==> src/rtl/seg_count_cmp_pkg.sv <==
// Shared encodings for the segmented counter/comparator.
package seg_count_cmp_pkg;

    // Compare mode applied between the counter value and the compare vector
    typedef enum logic [1:0] {
        MODE_EQ  = 2'b00,
        MODE_GE  = 2'b01,
        MODE_ANY = 2'b10,
        MODE_OFF = 2'b11
    } mode_e;

endpackage

==> src/rtl/seg_count_stage.sv <==
// One counter segment: loadable, increments when the carry-in is set.
module seg_count_stage #(
    parameter int unsigned STAGE_W = 4
) (
    input  logic               ck,
    input  logic               rst,
    input  logic               ld,
    input  logic [STAGE_W-1:0] ld_slice,
    input  logic               carry_in,
    output logic [STAGE_W-1:0] slice,
    output logic               carry_out
);

    logic [STAGE_W-1:0] slice_q;

    // Segment register: load has priority over the incoming carry
    always_ff @(posedge ck or posedge rst) begin
        if (rst) begin
            slice_q <= '0;
        end else if (ld) begin
            slice_q <= ld_slice;
        end else if (carry_in) begin
            slice_q <= slice_q + STAGE_W'(1);
        end
    end

    // Carry ripples onward only when this segment is about to roll over
    always_comb begin
        carry_out = carry_in & (&slice_q);
    end

    assign slice = slice_q;

endmodule

==> src/rtl/seg_count_cmp.sv <==
// Segmented up-counter with registered compare flag, terminal-count pulse
// and a saturating hit counter.
module seg_count_cmp
    import seg_count_cmp_pkg::*;
#(
    parameter int unsigned STAGE_W = 4,
    parameter int unsigned STAGES  = 4,
    parameter int unsigned HIT_W   = 8,
    localparam int unsigned CNT_W  = STAGE_W * STAGES
) (
    input  logic             CK,
    input  logic             RST,
    input  logic             EN,
    input  logic             LD,
    input  logic [CNT_W-1:0] LD_VAL,
    input  logic [CNT_W-1:0] C,
    input  logic [1:0]       MODE,
    input  logic             CLR_HITS,
    output logic [CNT_W-1:0] Q,
    output logic             Z,
    output logic             TC,
    output logic [HIT_W-1:0] HITS
);

    logic [STAGES:0]    carry;
    logic [CNT_W-1:0]   cnt;
    logic               z_next;
    logic               z_q;
    logic               tc_q;
    logic [HIT_W-1:0]   hits_q;

    assign carry[0] = EN;

    for (genvar k = 0; k < STAGES; k++) begin : g_stage
        seg_count_stage #(
            .STAGE_W(STAGE_W)
        ) u_stage (
            .ck       (CK),
            .rst      (RST),
            .ld       (LD),
            .ld_slice (LD_VAL[k*STAGE_W +: STAGE_W]),
            .carry_in (carry[k]),
            .slice    (cnt[k*STAGE_W +: STAGE_W]),
            .carry_out(carry[k+1])
        );
    end

    // Compare the current count against C under the selected mode
    always_comb begin
        z_next = 1'b0;
        unique case (mode_e'(MODE))
            MODE_EQ:  z_next = (cnt == C);
            MODE_GE:  z_next = (cnt >= C);
            MODE_ANY: z_next = |(cnt & C);
            MODE_OFF: z_next = 1'b0;
            default:  z_next = 1'b0;
        endcase
    end

    // Compare flag, wrap pulse and saturating hit counter
    always_ff @(posedge CK or posedge RST) begin
        if (RST) begin
            z_q    <= 1'b0;
            tc_q   <= 1'b0;
            hits_q <= '0;
        end else begin
            z_q  <= z_next;
            // Carry out of the top segment means all-ones with EN set
            tc_q <= ~LD & carry[STAGES];
            if (CLR_HITS) begin
                hits_q <= '0;
            end else if (z_q && !(&hits_q)) begin
                hits_q <= hits_q + HIT_W'(1);
            end
        end
    end

    assign Q    = cnt;
    assign Z    = z_q;
    assign TC   = tc_q;
    assign HITS = hits_q;

endmodule

==> config.mk <==
export PLATFORM = sky130hd
export DESIGN_NAME = seg_count_cmp
export DESIGN_NICKNAME = d
export VERILOG_FILES = /design/src/rtl/seg_count_cmp_pkg.sv /design/src/rtl/seg_count_stage.sv /design/src/rtl/seg_count_cmp.sv
export SDC_FILE = /design/constraint.sdc
export NUM_CORES = 1
export LEC_CHECK = 0
export BUFFER_PORTS_ARGS = -buffer_cell sky130_fd_sc_hd__buf_4
export CORE_ASPECT_RATIO = 1.4
export CORE_MARGIN = 2
export CORE_UTILIZATION = 36
export DETAILED_ROUTE_END_ITERATION = 8
export GPL_ROUTABILITY_DRIVEN = 0
export SLEW_MARGIN = 20
export SYNTH_ARGS = -nofsm -noshare
export SYNTH_HDL_FRONTEND = slang
export SYNTH_HIERARCHICAL = 1
export SYNTH_SLANG_ARGS = --single-unit
==> constraint.sdc <==
create_clock -name CK -period 3.1 [get_ports CK]
set_clock_uncertainty 0.1 [all_clocks]
set_input_delay 0.93 -clock CK [delete_from_list [all_inputs] [get_ports CK]]
set_output_delay 0.93 -clock CK [all_outputs]
set_load 0.05 [all_outputs]
==> results of run 1 <==
## registers in the layout, summed over array words and instances (netlist names)
signal,count
g_stage.u_stage/slice,16
HITS,8
TC,1
Z,1
## per-stage QoR
step | instance area (um2) | hold WS, ps | worst slack, ps | utilization | power [uW]
2_1_floorplan | 1990 | 596 | 251 | - | 639
3_3_place_gp | 2580 | 462 | 552 | 0.473 | 774
3_5_place_dp | 2580 | 470 | 485 | 0.473 | 778
4_1_cts | 2620 | 478 | 772 | 0.481 | 969
5_1_grt | 2620 | 480 | 587 | 0.481 | 1020
6_report | 2620 | 475 | 794 | 0.481 | 953
## cell usage in the layout, fill, tap and decap left out, types with 2 or more instances in the layout
| cell | Yosys | final |
|---|---|---|
| clkbuf_8 | 0 | 3 |
| buf_4 | 0 | 67 |
| a21o_1 | 3 | 3 |
| or4_1 | 2 | 2 |
| nand2_1 | 22 | 22 |
| a211oi_1 | 2 | 2 |
| nand4_1 | 5 | 5 |
| nand3_1 | 5 | 5 |
| mux2i_1 | 5 | 5 |
| a21oi_1 | 6 | 6 |
| inv_1 | 23 | 23 |
| nand4_2 | 4 | 4 |
| nor2b_1 | 2 | 2 |
| dfrtp_1 | 26 | 26 |
| xor2_1 | 5 | 5 |
| nor2_1 | 16 | 16 |
| o21ai_1 | 4 | 4 |
| o21ai_0 | 11 | 11 |
| ha_1 | 37 | 37 |
| nor3_1 | 6 | 6 |
| xnor2_1 | 13 | 13 |
| mux2_2 | 4 | 4 |
## power by group
part | internal, uW | switching [uW]
logic | 144 | 205
clock network | 87.2 | 102
registers | 366 | 50.1
## metal layers
layer,part of all wire,global-route usage,up-vias
met1,0.40,0.184,784
li1,-,-,859
met2,0.53,0.293,44
met5,0,0,-
met3,0.056,0.0270,5
met4,0.012,0.0459,0
## final timing paths
kind                                        startpoint                           to  slack [ps]  cells after the start
min in group CK                                HITS[6]                      HITS[6]         480                      2
max in group asynchronous                          RST                      HITS[0]        2060                      2
setup reg to reg           g_stage[0].u_stage/slice[0]  g_stage[3].u_stage/slice[3]         900                     10
hold / removal                                     RST  g_stage[0].u_stage/slice[2]         470                      2
setup / recovery                                    EN  g_stage[3].u_stage/slice[3]         790                     10
hold reg to reg                                HITS[6]                      HITS[6]         480                      2
## cell type report
type / count / share of cell area
multi-input cells: 162 / 0.478
repair buffers: 67 / 0.192
flip-flops and latches: 26 / 0.248
clock buffers: 3 / 0.0158
inverters: 23 / 0.0330
well taps: 68 / 0.0325
## kinds of logic after synthesis
kind of cell,share of synthesized area
AOI/OAI and AO/OA,0.0904
xor gates and xnor gates,0.0791
adders and majority gates,0.232
buffers and inverters,0.0452
DFF,0.326
muxes,0.0477
and+or+nand+nor,0.179
==> flow_summary_export.csv, run 1 <==
group,metric,value,unit
cts,cts_hold_buf,0,
run,maxCapViolCount,0,
cells_and_area,register_area,651,um2
cells_and_area,syn_to_final_growth,31.4,%
global_routing,grt_max_degree,30,
global_routing,overflow,0,
synthesis,synth_cells,212,
sta,fin_crit_sh,0.744,
detailed_routing,vias,1692,
floorplanning,die_area,6160,um2
synthesis,netlist.area_leader.share,0.326,
cells_and_area,fin_cells,349,
synthesis,ys_async_sr_fraction,1.00,
cts,cts_root_buffer,"clkbuf_8",
power_and_ir_drop,leakage,0.00135,uW
global_routing,grt_pass1_wl,7680,um
critical_path,crit_chain,"buf_4, nand2_1, nor2_1, nand2_1, nor2_1, nand2_1, nor2_1, nand4_2, xnor2_1, mux2_2",
cells_and_area,drive_above_1_share,0.292,
detailed_routing,dr.pass1.iters,4,
synthesis,yosysTopAreaCell,"dfrtp_1",
place,dp.cells,346,
critical_path,cp.arrival,2370,ps
critical_path,cp_max_fo,4,
min_path,hp-class,"in -> async",
critical_path,critPathSlowestCell,"mux2_2",
synthesis,synthesis.area,1990,um2
synthesis,ys_seq_area_frac,0.326,
place,place_hpwl,3770,um
synthesis,netlist-cell-type-count,31,
run_status,outcome,"finished, final reports clean",
synthesis,yosys_warnings,6,
power_and_ir_drop,power_density,364,nW/um2
sta,setup_viol,0,
cts,cts_buffers,3,
global_routing,antenna_found_initial,0,
critical_path,endpoint_kind,"register",
floorplanning,die_h,92.0,um
global_routing,grtUsageTotal,0.160,
cts,post_cts_buffers,0,
cts,insertion_delay,270,ps
synthesis,synth_edf_count,0,
critical_path,required,3160,ps
place,port_buffers,64,
cells_and_area,num_antenna_cells,0,
global_routing,grt_pass1_vias,1721,
detailed_routing,wl,4500,um
detailed_routing,drt_iter0_markers,31,
sta,post-route-min-period,2310,ps
floorplanning,rows,32,
cts,clk_pin_slew,80,ps
cts,clock_sinks,26,
synthesis,synth.area.top_cells,"dfrtp_1, ha_1, xnor2_1",
cts,htree_levels,1,
sta,rsz0062_at_grt,"no",
sta,slew-limit-headroom,0.738,
critical_path,cp_top_family,"simple AND/OR/NAND/NOR gates",
synthesis,yosysMostFrequentCell,"ha_1",
cts,cts_resized,0,
floorplanning,die_w,66.9,um
cells_and_area,multi_input_area,1250,um2
detailed_routing,vias_per_cell,4.85,
cells_and_area,num-fill-cells,578,
sta,fmax,0.434,GHz
sta,tns,0,ps
cts,cts_buffer_depth,2,
detailed_routing,ant_nets,0,
synthesis,synth.cells.most_frequent,"ha_1, dfrtp_1, inv_1, nand2_1, nor2_1",
detailed_routing,drc,0,
critical_path,crit_type,"in -> reg",
floorplanning,start_util,0.366,
cts,cts_tree,"yes",
cells_and_area,finish.net_count,359,
detailed_routing,wl_per_cell,12.9,um
sta,maxSlewViolCount,0,
sta,tightest_slew,393,ps
synthesis,ys_dominant_reg_cell,"dfrtp_1",
synthesis,synth_seq_cells,26,
synthesis,syn_nets,288,
synthesis,post_synth.cell_area_avg,9.40,um2
sta,hold_viol,0,
critical_path,start_kind,"input port",
power_and_ir_drop,vdd_drop_max,0.174,mV
floorplanning,io_pins,65,
floorplanning,core_area,5450,um2
critical_path,max_stage_delay,260,ps
critical_path,cp_num_buf_inv,1,
No activity file was read; power rests on OpenSTA's default activity.
==> run 2: changes to the inputs <==
==> constraint.sdc (replaced) <==
create_clock -name CK -period 2.1 [get_ports CK]
set_clock_uncertainty 0.1 [all_clocks]
set_input_delay 0.63 -clock CK [delete_from_list [all_inputs] [get_ports CK]]
set_output_delay 0.63 -clock CK [all_outputs]
set_load 0.05 [all_outputs]
==> flow_summary_export.csv, run 2 (synthesized netlist as in run 1, its figures left out) <==
group,metric,value,unit
cells_and_area,syn_to_final_growth,36.9,%
floorplanning,io_pins,65,
sta,setup_viol,0,
sta,post-route-min-period,1970,ps
floorplanning,die_area,6160,um2
sta,slew-limit-headroom,0.740,
cells_and_area,layout_commonest_cell,"buf_4",
sta,tns,0,ps
floorplanning,core_area,5450,um2
critical_path,cp.arrival,2020,ps
place,pre_cts_ws,-142,ps
min_path,hp-class,"in -> async",
sta,hold_viol,0,
global_routing,antenna_found_initial,0,
detailed_routing,drc,0,
cells_and_area,num_antenna_cells,0,
floorplanning,start_util,0.366,
critical_path,cp_max_fo,6,
power_and_ir_drop,power_frac_seq,0.415,
critical_path,rrSetupSlack,130,ps
sta,holdWs,175,ps
cts,clk_pin_slew,90,ps
power_and_ir_drop,p_sw_frac,0.374,
global_routing,grt_pass1_wl,7740,um
cells_and_area,finish.net_count,366,
cts,insertion_delay,270,ps
power_and_ir_drop,vdd_drop_max,0.291,mV
critical_path,critPathSlowestCell,"or4_4",
cts,htree_levels,1,
sta,fmax,0.508,GHz
global_routing,grtUsageTotal,0.161,
place,port_buffers,64,
global_routing,grt_use_met2,0.293,
detailed_routing,dr.pass1.iters,4,
sta,fin_crit_sh,0.937,
critical_path,crit_type,"reg -> reg",
critical_path,crit_chain,"ha_1, or4_4, nor3_2, a31oi_1, nor3_1, a21oi_1",
run_status,outcome,"finished, final reports clean",
cts,cts_hold_buf,0,
cts,cts_tree,"yes",
global_routing,grt_pass1_vias,1707,
power_and_ir_drop,pwr-share-clk,0.199,
sta,rsz0062_at_grt,"no",
global_routing,overflow,0,
detailed_routing,drt_iter0_markers,21,
cts,cts_buffers,3,
sta,timing.final.ws_setup,133,ps
cells_and_area,drive_above_1_share,0.349,
detailed_routing,wl_per_cell,12.7,um
detailed_routing,ant_nets,0,
critical_path,endpoint_kind,"register",
cts,post_cts_buffers,0,
cells_and_area,mostFrequentLayoutCells,"buf_4, ha_1, inv_1",
critical_path,max_stage_delay,530,ps
critical_path,crit-reg2reg-capture,"Z",
run,maxCapViolCount,0,
cts,cts_root_buffer,"clkbuf_8",
global_routing,grt_util_met3,0.0160,
global_routing,met1_usage,0.200,
sta,tightest_slew,390,ps
critical_path,cp_num_buf_inv,0,
critical_path,start_kind,"register",
critical_path,worstRegToRegCells,6,
cts,cts_buffer_depth,2,
cells_and_area,design_area,2730,um2
cts,cts_resized,0,
floorplanning,die_h,92.0,um
detailed_routing,vias_per_cell,4.88,
power_and_ir_drop,netSwitchingPower,544,uW
global_routing,busiest_layer,"met2",
critical_path,r2r_start,"g_stage[0].u_stage/slice[1]",
cells_and_area,post-route-util,0.501,
place,place_area,2680,um2
floorplanning,rows,32,
power_and_ir_drop,combPwrFrac,0.386,
cells_and_area,largest_register_ffs,16,
detailed_routing,vias,1742,
cts,clock_sinks,26,
critical_path,required,2160,ps
place,place_hpwl,3800,um
cells_and_area,num-fill-cells,557,
detailed_routing,wl,4550,um
sta,maxSlewViolCount,0,
power_and_ir_drop,leakage,0.00139,uW
power_and_ir_drop,power_density,534,nW/um2
floorplanning,die_w,66.9,um
global_routing,grt_max_degree,30,
power_and_ir_drop,p_int,912,uW
critical_path,cp_top_family,"simple AND/OR/NAND/NOR gates",
run 2: cell types whose count changed in the layout (fill, tap and decap cells not counted):
| cell | delta |
|---|---|
| nor2_1 | -3 |
| dfrtp_2 | +5 |
| nand2_1 | -3 |
| nand2_2 | +2 |
| nand2_4 | +1 |
| ha_4 | +1 |
| nor2_4 | +3 |
| dfrtp_1 | -5 |
| buf_4 | +7 |
| clkbuf_1 | +1 |
| ha_1 | -1 |
run 2: worst max-delay path by stage:
stage,cells past startpoint,end,from
after global routing,6,Z,g_stage[0].u_stage/slice[1]
after global placement,7,Z,C[8]
after floorplan,10,g_stage[3].u_stage/slice[3],g_stage[0].u_stage/slice[1]
after CTS,7,Z,C[8]
final,6,Z,g_stage[0].u_stage/slice[1]
after detailed placement,7,Z,C[8]
run 2: metrics by stage:
| stage | cells | total power, uW |
|---|---|---|
| 6_report | 357 | 1460 |
| 3_5_place_dp | 353 | 1180 |
| 3_3_place_gp | 353 | 1180 |
| 5_1_grt | 357 | 1560 |
| 4_1_cts | 357 | 1470 |
| 2_1_floorplan | 212 | 958 |
run 2: routing by layer:
metal	vias up	part of all wire	wire length, um
li1	877	-	-
met1	815	0.40	1830
met2	46	0.53	2430
met3	4	0.054	246
met4	0	0.0084	38
met5	-	0	0
run 2: area by class of cell:
type | count | area, um2 | area share
Timing Repair Buffer | 74 | 556 | 0.204
Sequential cell | 26 | 657 | 0.241
Inverter | 23 | 86.3 | 0.0316
Multi-Input combinational cell | 162 | 1300 | 0.476
Tap cell | 68 | 85.1 | 0.0312
Clock buffer | 4 | 45.0 | 0.0165
run 2: worst reg2reg max path, stage by stage, from the launching register on:
cell     delay [ps]
dfrtp_2         480
ha_1            210
or4_4           530
nor3_2          110
a31oi_1         110
nor3_1          210
a21oi_1         100
run 2: power by group through the flow:
stage	sequential, uW	combinational (uW)	clock, uW
global route	612	618	326
CTS	605	571	297
floorplan	754	205	0
detailed placement	614	568	0
global placement	614	562	0
finish	604	562	290
